## config.mk

```make
export PLATFORM = sky130hd
export DESIGN_NAME = ct_had_sync_req_tx_flat
export DESIGN_NICKNAME = d
export VERILOG_FILES = /design/src/rtl/ct_had_sync_req_tx_if.sv /design/src/rtl/ct_had_sync_req_tx.sv /design/src/flat_wrapper.sv
export SDC_FILE = /design/constraint.sdc
export NUM_CORES = 1
export LEC_CHECK = 0
export ABC_AREA = 1
export CORE_ASPECT_RATIO = 1.25
export CORE_MARGIN = 1
export CORE_UTILIZATION = 25
export CTS_CLUSTER_DIAMETER = 50
export DETAILED_ROUTE_END_ITERATION = 10
export SLEW_MARGIN = 30
export SYNTH_ARGS = -nofsm -noshare
export SYNTH_HDL_FRONTEND = slang
export SYNTH_SLANG_ARGS = --single-unit
```

## constraint.sdc

```tcl
create_clock -name clk -period 1.36 [get_ports clk]
set_input_delay 0.272 -clock clk [delete_from_list [all_inputs] [get_ports clk]]
set_output_delay 0.272 -clock clk [all_outputs]
set_load 0.1 [all_outputs]
```

## src/rtl/ct_had_sync_req_tx_if.sv

```systemverilog
// Handshake bundle between the request source and the sync-request transmitter.
interface ct_had_sync_req_tx_if #(
  parameter int unsigned CNT_W = 3
);
  logic             req_vld;
  logic             ack_pulse;
  logic             err_clr;
  logic             sync_req;
  logic             busy;
  logic [CNT_W-1:0] pend_cnt;
  logic             ovf_err;
  logic             timeout_err;

  // Request source / status observer side.
  modport master (
    output req_vld, ack_pulse, err_clr,
    input  sync_req, busy, pend_cnt, ovf_err, timeout_err
  );

  // Transmitter side.
  modport slave (
    input  req_vld, ack_pulse, err_clr,
    output sync_req, busy, pend_cnt, ovf_err, timeout_err
  );
endinterface

```

## src/rtl/ct_had_sync_req_tx.sv

```systemverilog
// Source-side transmitter for a rising-edge pulse synchronizer. Turns one-cycle
// request events into held levels on sync_req, waits for the echoed ack, then
// holds sync_req low long enough that every rising edge is seen remotely.
// Requests arriving mid-transfer are counted and launched in turn.
module ct_had_sync_req_tx #(
  parameter int unsigned CNT_W   = 3,
  parameter int unsigned LOW_CYC = 4,
  parameter int unsigned TIMEOUT = 16,
  parameter int unsigned TO_W    = 8
) (
  input  logic                clk,
  input  logic                rst,
  ct_had_sync_req_tx_if.slave bus
);

  localparam int unsigned      LOW_W    = (LOW_CYC > 1) ? $clog2(LOW_CYC) : 1;
  localparam logic [CNT_W-1:0] PEND_MAX = {CNT_W{1'b1}};
  localparam logic [LOW_W-1:0] LOW_LOAD = LOW_W'(LOW_CYC - 1);
  localparam logic [TO_W-1:0]  TO_LAST  = TO_W'(TIMEOUT - 1);

  typedef enum logic [1:0] {StIdle, StHigh, StLow} state_e;

  state_e           state_q;
  logic             sync_req_q;
  logic [TO_W-1:0]  to_cnt_q;
  logic [LOW_W-1:0] low_cnt_q;
  logic [CNT_W-1:0] pend_cnt_q;
  logic             ovf_err_q;
  logic             timeout_err_q;

  logic launch;
  logic ack_hit;
  logic to_hit;
  logic ovf_set;

  // Decode this cycle's launch, ack, timeout and drop events.
  always_comb begin
    launch  = (state_q == StIdle) && ((pend_cnt_q != '0) || bus.req_vld);
    ack_hit = (state_q == StHigh) && bus.ack_pulse;
    // Ack in the final HIGH cycle takes priority over the timeout.
    to_hit  = (state_q == StHigh) && !bus.ack_pulse && (to_cnt_q == TO_LAST);
    ovf_set = bus.req_vld && !launch && (pend_cnt_q == PEND_MAX);
  end

  // Transfer FSM with registered sync_req and the HIGH/LOW duration counters.
  always_ff @(posedge clk or posedge rst) begin
    if (rst) begin
      state_q    <= StIdle;
      sync_req_q <= 1'b0;
      to_cnt_q   <= '0;
      low_cnt_q  <= '0;
    end else begin
      unique case (state_q)
        StIdle: begin
          if (launch) begin
            state_q    <= StHigh;
            sync_req_q <= 1'b1;
            to_cnt_q   <= '0;
          end
        end
        StHigh: begin
          if (ack_hit || to_hit) begin
            state_q    <= StLow;
            sync_req_q <= 1'b0;
            low_cnt_q  <= LOW_LOAD;
          end else begin
            to_cnt_q <= to_cnt_q + TO_W'(1);
          end
        end
        StLow: begin
          if (low_cnt_q == '0) begin
            state_q <= StIdle;
          end else begin
            low_cnt_q <= low_cnt_q - LOW_W'(1);
          end
        end
        default: begin
          state_q    <= StIdle;
          sync_req_q <= 1'b0;
        end
      endcase
    end
  end

  // Pending-request counter: queue on arrival, drain on launch, saturate when full.
  always_ff @(posedge clk or posedge rst) begin
    if (rst) begin
      pend_cnt_q <= '0;
    end else if (bus.req_vld && !launch) begin
      if (pend_cnt_q != PEND_MAX) begin
        pend_cnt_q <= pend_cnt_q + CNT_W'(1);
      end
    end else if (launch && !bus.req_vld && (pend_cnt_q != '0)) begin
      pend_cnt_q <= pend_cnt_q - CNT_W'(1);
    end
  end

  // Sticky error flags; a new event beats a same-cycle clear.
  always_ff @(posedge clk or posedge rst) begin
    if (rst) begin
      ovf_err_q     <= 1'b0;
      timeout_err_q <= 1'b0;
    end else begin
      if (ovf_set) begin
        ovf_err_q <= 1'b1;
      end else if (bus.err_clr) begin
        ovf_err_q <= 1'b0;
      end
      if (to_hit) begin
        timeout_err_q <= 1'b1;
      end else if (bus.err_clr) begin
        timeout_err_q <= 1'b0;
      end
    end
  end

  assign bus.sync_req    = sync_req_q;
  assign bus.pend_cnt    = pend_cnt_q;
  assign bus.ovf_err     = ovf_err_q;
  assign bus.timeout_err = timeout_err_q;
  assign bus.busy        = (state_q != StIdle) || (pend_cnt_q != '0);

endmodule
```

## src/flat_wrapper.sv

```systemverilog
// flat-port wrapper written by rule: the top's interface ports become plain ports
module ct_had_sync_req_tx_flat 
#(
  parameter int unsigned CNT_W   = 3,
  parameter int unsigned LOW_CYC = 4,
  parameter int unsigned TIMEOUT = 16,
  parameter int unsigned TO_W    = 8
)
  (clk, rst, bus_req_vld, bus_ack_pulse, bus_err_clr, bus_sync_req, bus_busy, bus_pend_cnt, bus_ovf_err, bus_timeout_err);
  ct_had_sync_req_tx_if #(.CNT_W(CNT_W)) bus_i ();
  input  logic clk;
  input  logic rst;
  input wire logic [$bits(bus_i.req_vld)-1:0] bus_req_vld;
  input wire logic [$bits(bus_i.ack_pulse)-1:0] bus_ack_pulse;
  input wire logic [$bits(bus_i.err_clr)-1:0] bus_err_clr;
  output wire logic [$bits(bus_i.sync_req)-1:0] bus_sync_req;
  output wire logic [$bits(bus_i.busy)-1:0] bus_busy;
  output wire logic [$bits(bus_i.pend_cnt)-1:0] bus_pend_cnt;
  output wire logic [$bits(bus_i.ovf_err)-1:0] bus_ovf_err;
  output wire logic [$bits(bus_i.timeout_err)-1:0] bus_timeout_err;
  assign bus_i.req_vld = bus_req_vld;
  assign bus_i.ack_pulse = bus_ack_pulse;
  assign bus_i.err_clr = bus_err_clr;
  assign bus_sync_req = bus_i.sync_req;
  assign bus_busy = bus_i.busy;
  assign bus_pend_cnt = bus_i.pend_cnt;
  assign bus_ovf_err = bus_i.ovf_err;
  assign bus_timeout_err = bus_i.timeout_err;
  ct_had_sync_req_tx #(.CNT_W(CNT_W), .LOW_CYC(LOW_CYC), .TIMEOUT(TIMEOUT), .TO_W(TO_W)) u_core (.clk(clk), .rst(rst), .bus(bus_i));
endmodule
```

==> results of run 1 <==
## through the flow
stage / hold slack [ps] / std cells
4_1_cts: 337 / 245
3_3_place_gp: 516 / 238
5_1_grt: 347 / 256
6_report: 324 / 256
2_1_floorplan: 211 / 150
3_5_place_dp: 527 / 238
## cell type report
cell class | count | area [µm²] | area share
repair buffers | 44 | 478 | 0.256
clock buffers | 4 | 55.1 | 0.0295
flip-flops and latches | 18 | 462 | 0.247
multi-input cells | 108 | 709 | 0.380
inverters | 24 | 92.6 | 0.0495
well taps | 58 | 72.6 | 0.0388
## state kept, by name, indices dropped and copies added (netlist names)
| name | flops |
|---|---|
| u_core.bus.ovf_err | 1 |
| u_core.state_q | 2 |
| u_core.to_cnt_q | 8 |
| u_core.low_cnt_q | 2 |
| u_core.bus.pend_cnt | 3 |
| u_core.bus.timeout_err | 1 |
| u_core.bus.sync_req | 1 |
## worst max-delay path: cells and delay by family (launching register included)
kind          cells  cell delay (ps)
buf+inv           2              290
flops             1              500
simple gates      2              260
## cells by family after synthesis
| family | count (synthesis) | share of synthesized area |
|---|---|---|
| buffers and inverters | 25 | 0.0936 |
| and+or+nand+nor | 94 | 0.428 |
| adders and majority gates | 3 | 0.0383 |
| DFF | 18 | 0.383 |
| xor gates and xnor gates | 1 | 0.00745 |
| AOI/OAI and AO/OA | 9 | 0.0500 |
## repair_timing
action                                 4_1_cts  5_1_grt
gates resized for setup                      7       19
setup endpoints to repair                   13       19
buffers inserted                             2       12
gates cloned                                 1        0
pin swaps                                    5       10
endpoints found under the hold margin        0        0
hold buffers                                 0        0
## power breakdown
group	switching [W]	total [W]	leakage, nW	internal, W
logic	0.00163	0.00294	0.652	0.00131
registers	0.000151	0.000874	0.230	0.000723
clock network	0.000193	0.000451	0.0288	0.000258
total	0.00197	0.00426	0.910	0.00229
## layer usage
metal | global-route usage | up-vias | wire length [µm]
li1 | - | 566 | -
met1 | 0.131 | 500 | 1150
met2 | 0.209 | 12 | 1400
met3 | 0.0174 | 5 | 46
met4 | 0.0545 | 0 | 57
met5 | 0 | - | 0
## path summary, 6_finish.rpt
kind,slack (ps),endpoint,cells past startpoint
min reg2reg,550,u_core.low_cnt_q[1],2
max reg2reg,-40,u_core.to_cnt_q[4],8
min,320,u_core.to_cnt_q[2],3
min in group clk,550,u_core.low_cnt_q[1],2
max in group asynchronous,810,u_core.bus.pend_cnt[1],3
max,-230,bus_busy,4
## cells in the final DEF (no fill, tap or decap), drive strengths merged, types with 3 or more instances in the layout
master	instances
dfrtp	18
buf	40
nand3	17
inv	24
clkdlybuf4s50	3
o21ai	6
nand4	3
nand2	54
clkbuf	4
nor2	16
==> run metrics, run 1 <==
status finished with violations; failing checks negative setup slack; Tcrit/Tclk final 1.17; Root Buffer clkbuf_8; Syn Area/Cell 7.84 µm²; power per cell area 2280 nW/µm²; Worst-Margin Slew between 200 and 250 ps; Max Cap Violations 0; std cell rows 27; DP Area 1580 µm²; clk sinks 18; drt wl/cell 10.4 µm; worst-path fanout max 2; Die W 63.4 µm; crit path launch u_core.bus.pend_cnt[1]; area leader, netlist dfrtp_1; Worst VDD drop 0.000765 V; later-pin clock latency in the skew report 260 ps; Final #Nets 207; Filler Cell Count 433; crit path cell chain nor3_4 > buf_6 > nand2_4 > buf_12; Reg clk slew, reported paths 70 ps; setup ws final -231 ps; Yosys top cell area share 0.383; Final Instance Area 1870 µm²; global-route wire length before repair 4.48 mm; GRT Residual Overflow 0; Post-Place Setup Slack -390 ps; vias 1,083; wirelength, routed 2.66 mm; core area 4460 µm²; setup TNS -549 ps; Main synth FF type dfrtp_1; Post-synth EDFFs 0; GP Congestion 0.804; cells after synthesis 150; WP data arrival 1320 ps; IO Port Bufs 11; initial DRC count 19; CTS tree done; CP Launch Type flop; Rel. slew slack 0.839; Initial Utilization 0.264; DP Wirelength 1.84 mm; RSZ-0062 raised after global routing true; vias per inst 4.23; Die Ht 78.7 µm; Max Slew Vio Count 0; DRT Pass-1 Iters 4; P&R area growth vs syn 58.9%; vias in the first global route slightly above 1,000; CP Capture Type output pin; Post-synth top cells nand2_1, inv_1, dfrtp_1; min cycle time layout 1590 ps; antenna cells 0; H-Tree Depth 1; WS Path Type flop to output pin; start of the worst register-to-register path u_core.state_q[1]; Yosys warnings 0; top cells by area, synth dfrtp_1, nand2_1, nand3_2; sequential area share after synthesis 0.383; highest clock rate 0.629 GHz; largest net degree at the start of global routing 19; setup violators final 11; Hold Vio Cnt, Final 0; ys async rst share 1.00; Antenna Nets Post-Route 0; Distinct cells, synth 26; utilization after layout 0.419; Die ar. approximately 5000 µm²; leakage approximately 0.91 nW; initial antenna violation count 0; Hold Crit Class primary input to asynchronous set/reset pin; Crit-path slowest cell dfrtp_4; All-Layer GR Usage 0.116; Final Power about 0.0043 W; cts bufs inserted 3; Mapped Nets ~160; layout cell share with drive strength beyond 1 0.439; Synth Cell Area 1180 µm²; CP max stage delay 500 ps; io pins 12; Worst EP required 1090 ps; CTS Buffer Depth 2; top-count cell post-synth nand2_1; #FFs+latches synth 18; clk_skew slightly below 4 ps; DRC 0
Note: power is estimated with default switching activity, not from simulation.
==> run 2: changes to the inputs <==
--- a/config.mk
+++ b/config.mk
@@ -15,3 +15,4 @@
 export SYNTH_ARGS = -nofsm -noshare
 export SYNTH_HDL_FRONTEND = slang
 export SYNTH_SLANG_ARGS = --single-unit
+export TNS_END_PERCENT = 10
==> run 2 against run 1 <==
The run still ends with negative setup slack left; critical path depth unchanged; global-route usage decreased by 0.41 points; first-iteration DRC count increased by 11%; die area unchanged; final cell count decreased by 3.9%; flip-flop and latch count unchanged; hold slack improved by 0.90 ps; routed wire length decreased by 6.3%; final area decreased by 8.2%; clock skew decreased by 3.3 ps; combinational power decreased by 14%; setup slack improved by 9.2 ps; critical endpoint unchanged.
==> run metrics, run 2 (synthesis gave the netlist of run 1 again) <==
Root Buffer clkbuf_8; worst r2r path cells 8 (unchanged); layout cell share with drive strength beyond 1 0.372 (-0.0671); largest net degree at the start of global routing 19 (unchanged); IO Port Bufs 11 (unchanged); CTS tree done; std cell rows 27 (unchanged); Hold Vio Cnt, Final 0 (unchanged); reg2reg setup slack -100 ps (-60 ps); Max Slew Vio Count 0 (unchanged); vias 1,049 (-3.1%); r2r endpoint u_core.bus.pend_cnt[2]; GP Congestion 0.774 (-3.7%); crit path launch u_core.bus.pend_cnt[2]; clk sinks 18 (unchanged); CP Capture Type output pin; Worst-Margin Slew 248 ps (+7.02 ps); Rel. slew slack 0.834 (-0.00468); CTS Buffer Depth 2 (unchanged); CP max stage delay 490 ps (about the same); drt wl/cell 10.1 µm (-2.5%); vias in the first global route 995 (-2.9%); clk_skew 0.577 ps (-3.28 ps); Die W 63.4 µm (unchanged); failing checks negative setup slack; global-route wire length before repair 4.29 mm (-4.2%); Reg clk slew, reported paths 70 ps (about the same); Filler Cell Count 472 (+9.0%); wirelength, routed 2.49 mm (-6.3%); Worst VDD drop 0.000708 V (-7.4%); Final #Nets 197 (-4.8%); min cycle time layout 1580 ps (-9.24 ps); commonest non-fill, non-tap cells in the layout nand2_1, inv_1, buf_4; WS Path Type flop to output pin; initial DRC count 21 (+2); Worst EP required 1090 ps (about the same); RSZ-0062 raised after global routing true; start of the worst register-to-register path u_core.bus.pend_cnt[0]; cts bufs inserted 3 (unchanged); GRT Residual Overflow 0 (unchanged); All-Layer GR Usage 0.112 (-0.00414); DRC 0 (unchanged); io pins 12 (unchanged); Crit-path slowest cell dfrtp_4; hold slack 325 ps (+0.904 ps); Hold Crit Class primary input to asynchronous set/reset pin; initial antenna violation count 0 (unchanged); CTS hold repair buffers 0 (unchanged); P&R area growth vs syn 46.0%; DP Wirelength 1.83 mm (-0.61%); power per cell area 2250 nW/µm² (-1.3%); most common cell after layout, fill and taps aside nand2_1; antenna cells 0 (unchanged); setup TNS -766 ps (-218 ps); Initial Utilization 0.264 (unchanged); CP Launch Type flop; Die Ht 78.7 µm (unchanged); crit-path leading delay family flip-flops; crit path cell chain nor3_4 > buf_6 > nand2_4 > buf_12; max reg flops 8 (unchanged); vias per inst 4.26 (+0.80%); setup violators final 9 (-2); multi-input logic area 652 µm² (-8.1%); FF+latch area 462 µm² (unchanged); H-Tree Depth 1 (unchanged); Max Cap Violations 0 (unchanged); WP data arrival 1310 ps (about the same); setup ws final -222 ps (+9.24 ps); highest clock rate 0.632 GHz (+0.58%); largest reg by FF count u_core.to_cnt_q; status finished with violations; WP buf/inv 2 (unchanged); leakage 0.843 nW (-7.3%); core area 4460 µm² (unchanged); later-pin clock latency in the skew report 260 ps (about the same); Tcrit/Tclk final 1.16 (-0.00680); worst-path fanout max 2 (unchanged); Antenna Nets Post-Route 0 (unchanged); Die ar. 4980 µm² (unchanged); DRT Pass-1 Iters 4 (unchanged)
==> run 2: stage by stage <==
step	util	total power [W]	setup WS (ps)	area, µm²	cells
detailed placement	0.354	0.00321	-311	1580	238
global route	0.385	0.00413	-263	1720	246
floorplan	-	0.00239	-143	1200	150
CTS	0.379	0.00384	-225	1690	245
global placement	0.354	0.00319	-272	1580	238
finish	0.385	0.00386	-222	1720	246
==> run 2: final cells by class <==
class                           count  share of cell area
Clock buffer                        4              0.0321
Tap cell                           58              0.0423
Sequential cell                    18               0.269
Multi-Input combinational cell    107               0.380
Inverter                           24              0.0539
Timing Repair Buffer               35               0.223
==> run 2: power by group <==
part	internal [W]	total (W)	switching [W]
Clock	0.000258	0.000453	0.000195
Combinational	0.00104	0.00254	0.00150
Sequential	0.000723	0.000868	0.000145
Total	0.00202	0.00386	0.00184
==> run 2: worst max path at each step <==
stage | endpoint | slack, ps | cells past startpoint
2_1_floorplan | u_core.to_cnt_q[2] | -140 | 6
3_3_place_gp | u_core.bus.pend_cnt[2] | -270 | 9
3_5_place_dp | u_core.bus.pend_cnt[2] | -310 | 9
4_1_cts | bus_busy | -220 | 4
5_1_grt | bus_busy | -260 | 4
6_report | bus_busy | -220 | 4
==> run 2: routing by layer <==
metal	global-route usage	vias to the layer above	routed length, µm	share of wire
met1	0.114	486	1020	0.41
met5	0	-	0	0
met2	0.210	15	1370	0.55
li1	-	546	-	-
met3	0.0334	2	87	0.035
met4	0.0409	0	17	0.0068
==> run 2: timing repair <==
action                                  CTS  global route
resized for setup                         7             7
pin swaps                                 4             5
endpoints found under the setup margin   13            18
buffers inserted                          3             1
==> run 2: worst register-to-register path: cells and delay by family, from the launching register on <==
| family | cells | cell delay [ps] |
|---|---|---|
| flip-flops | 1 | 500 |
| adder cells (fa/ha/maj) | 1 | 380 |
| AND/OR/NAND/NOR | 5 | 280 |
| buffers and inverters | 2 | 200 |
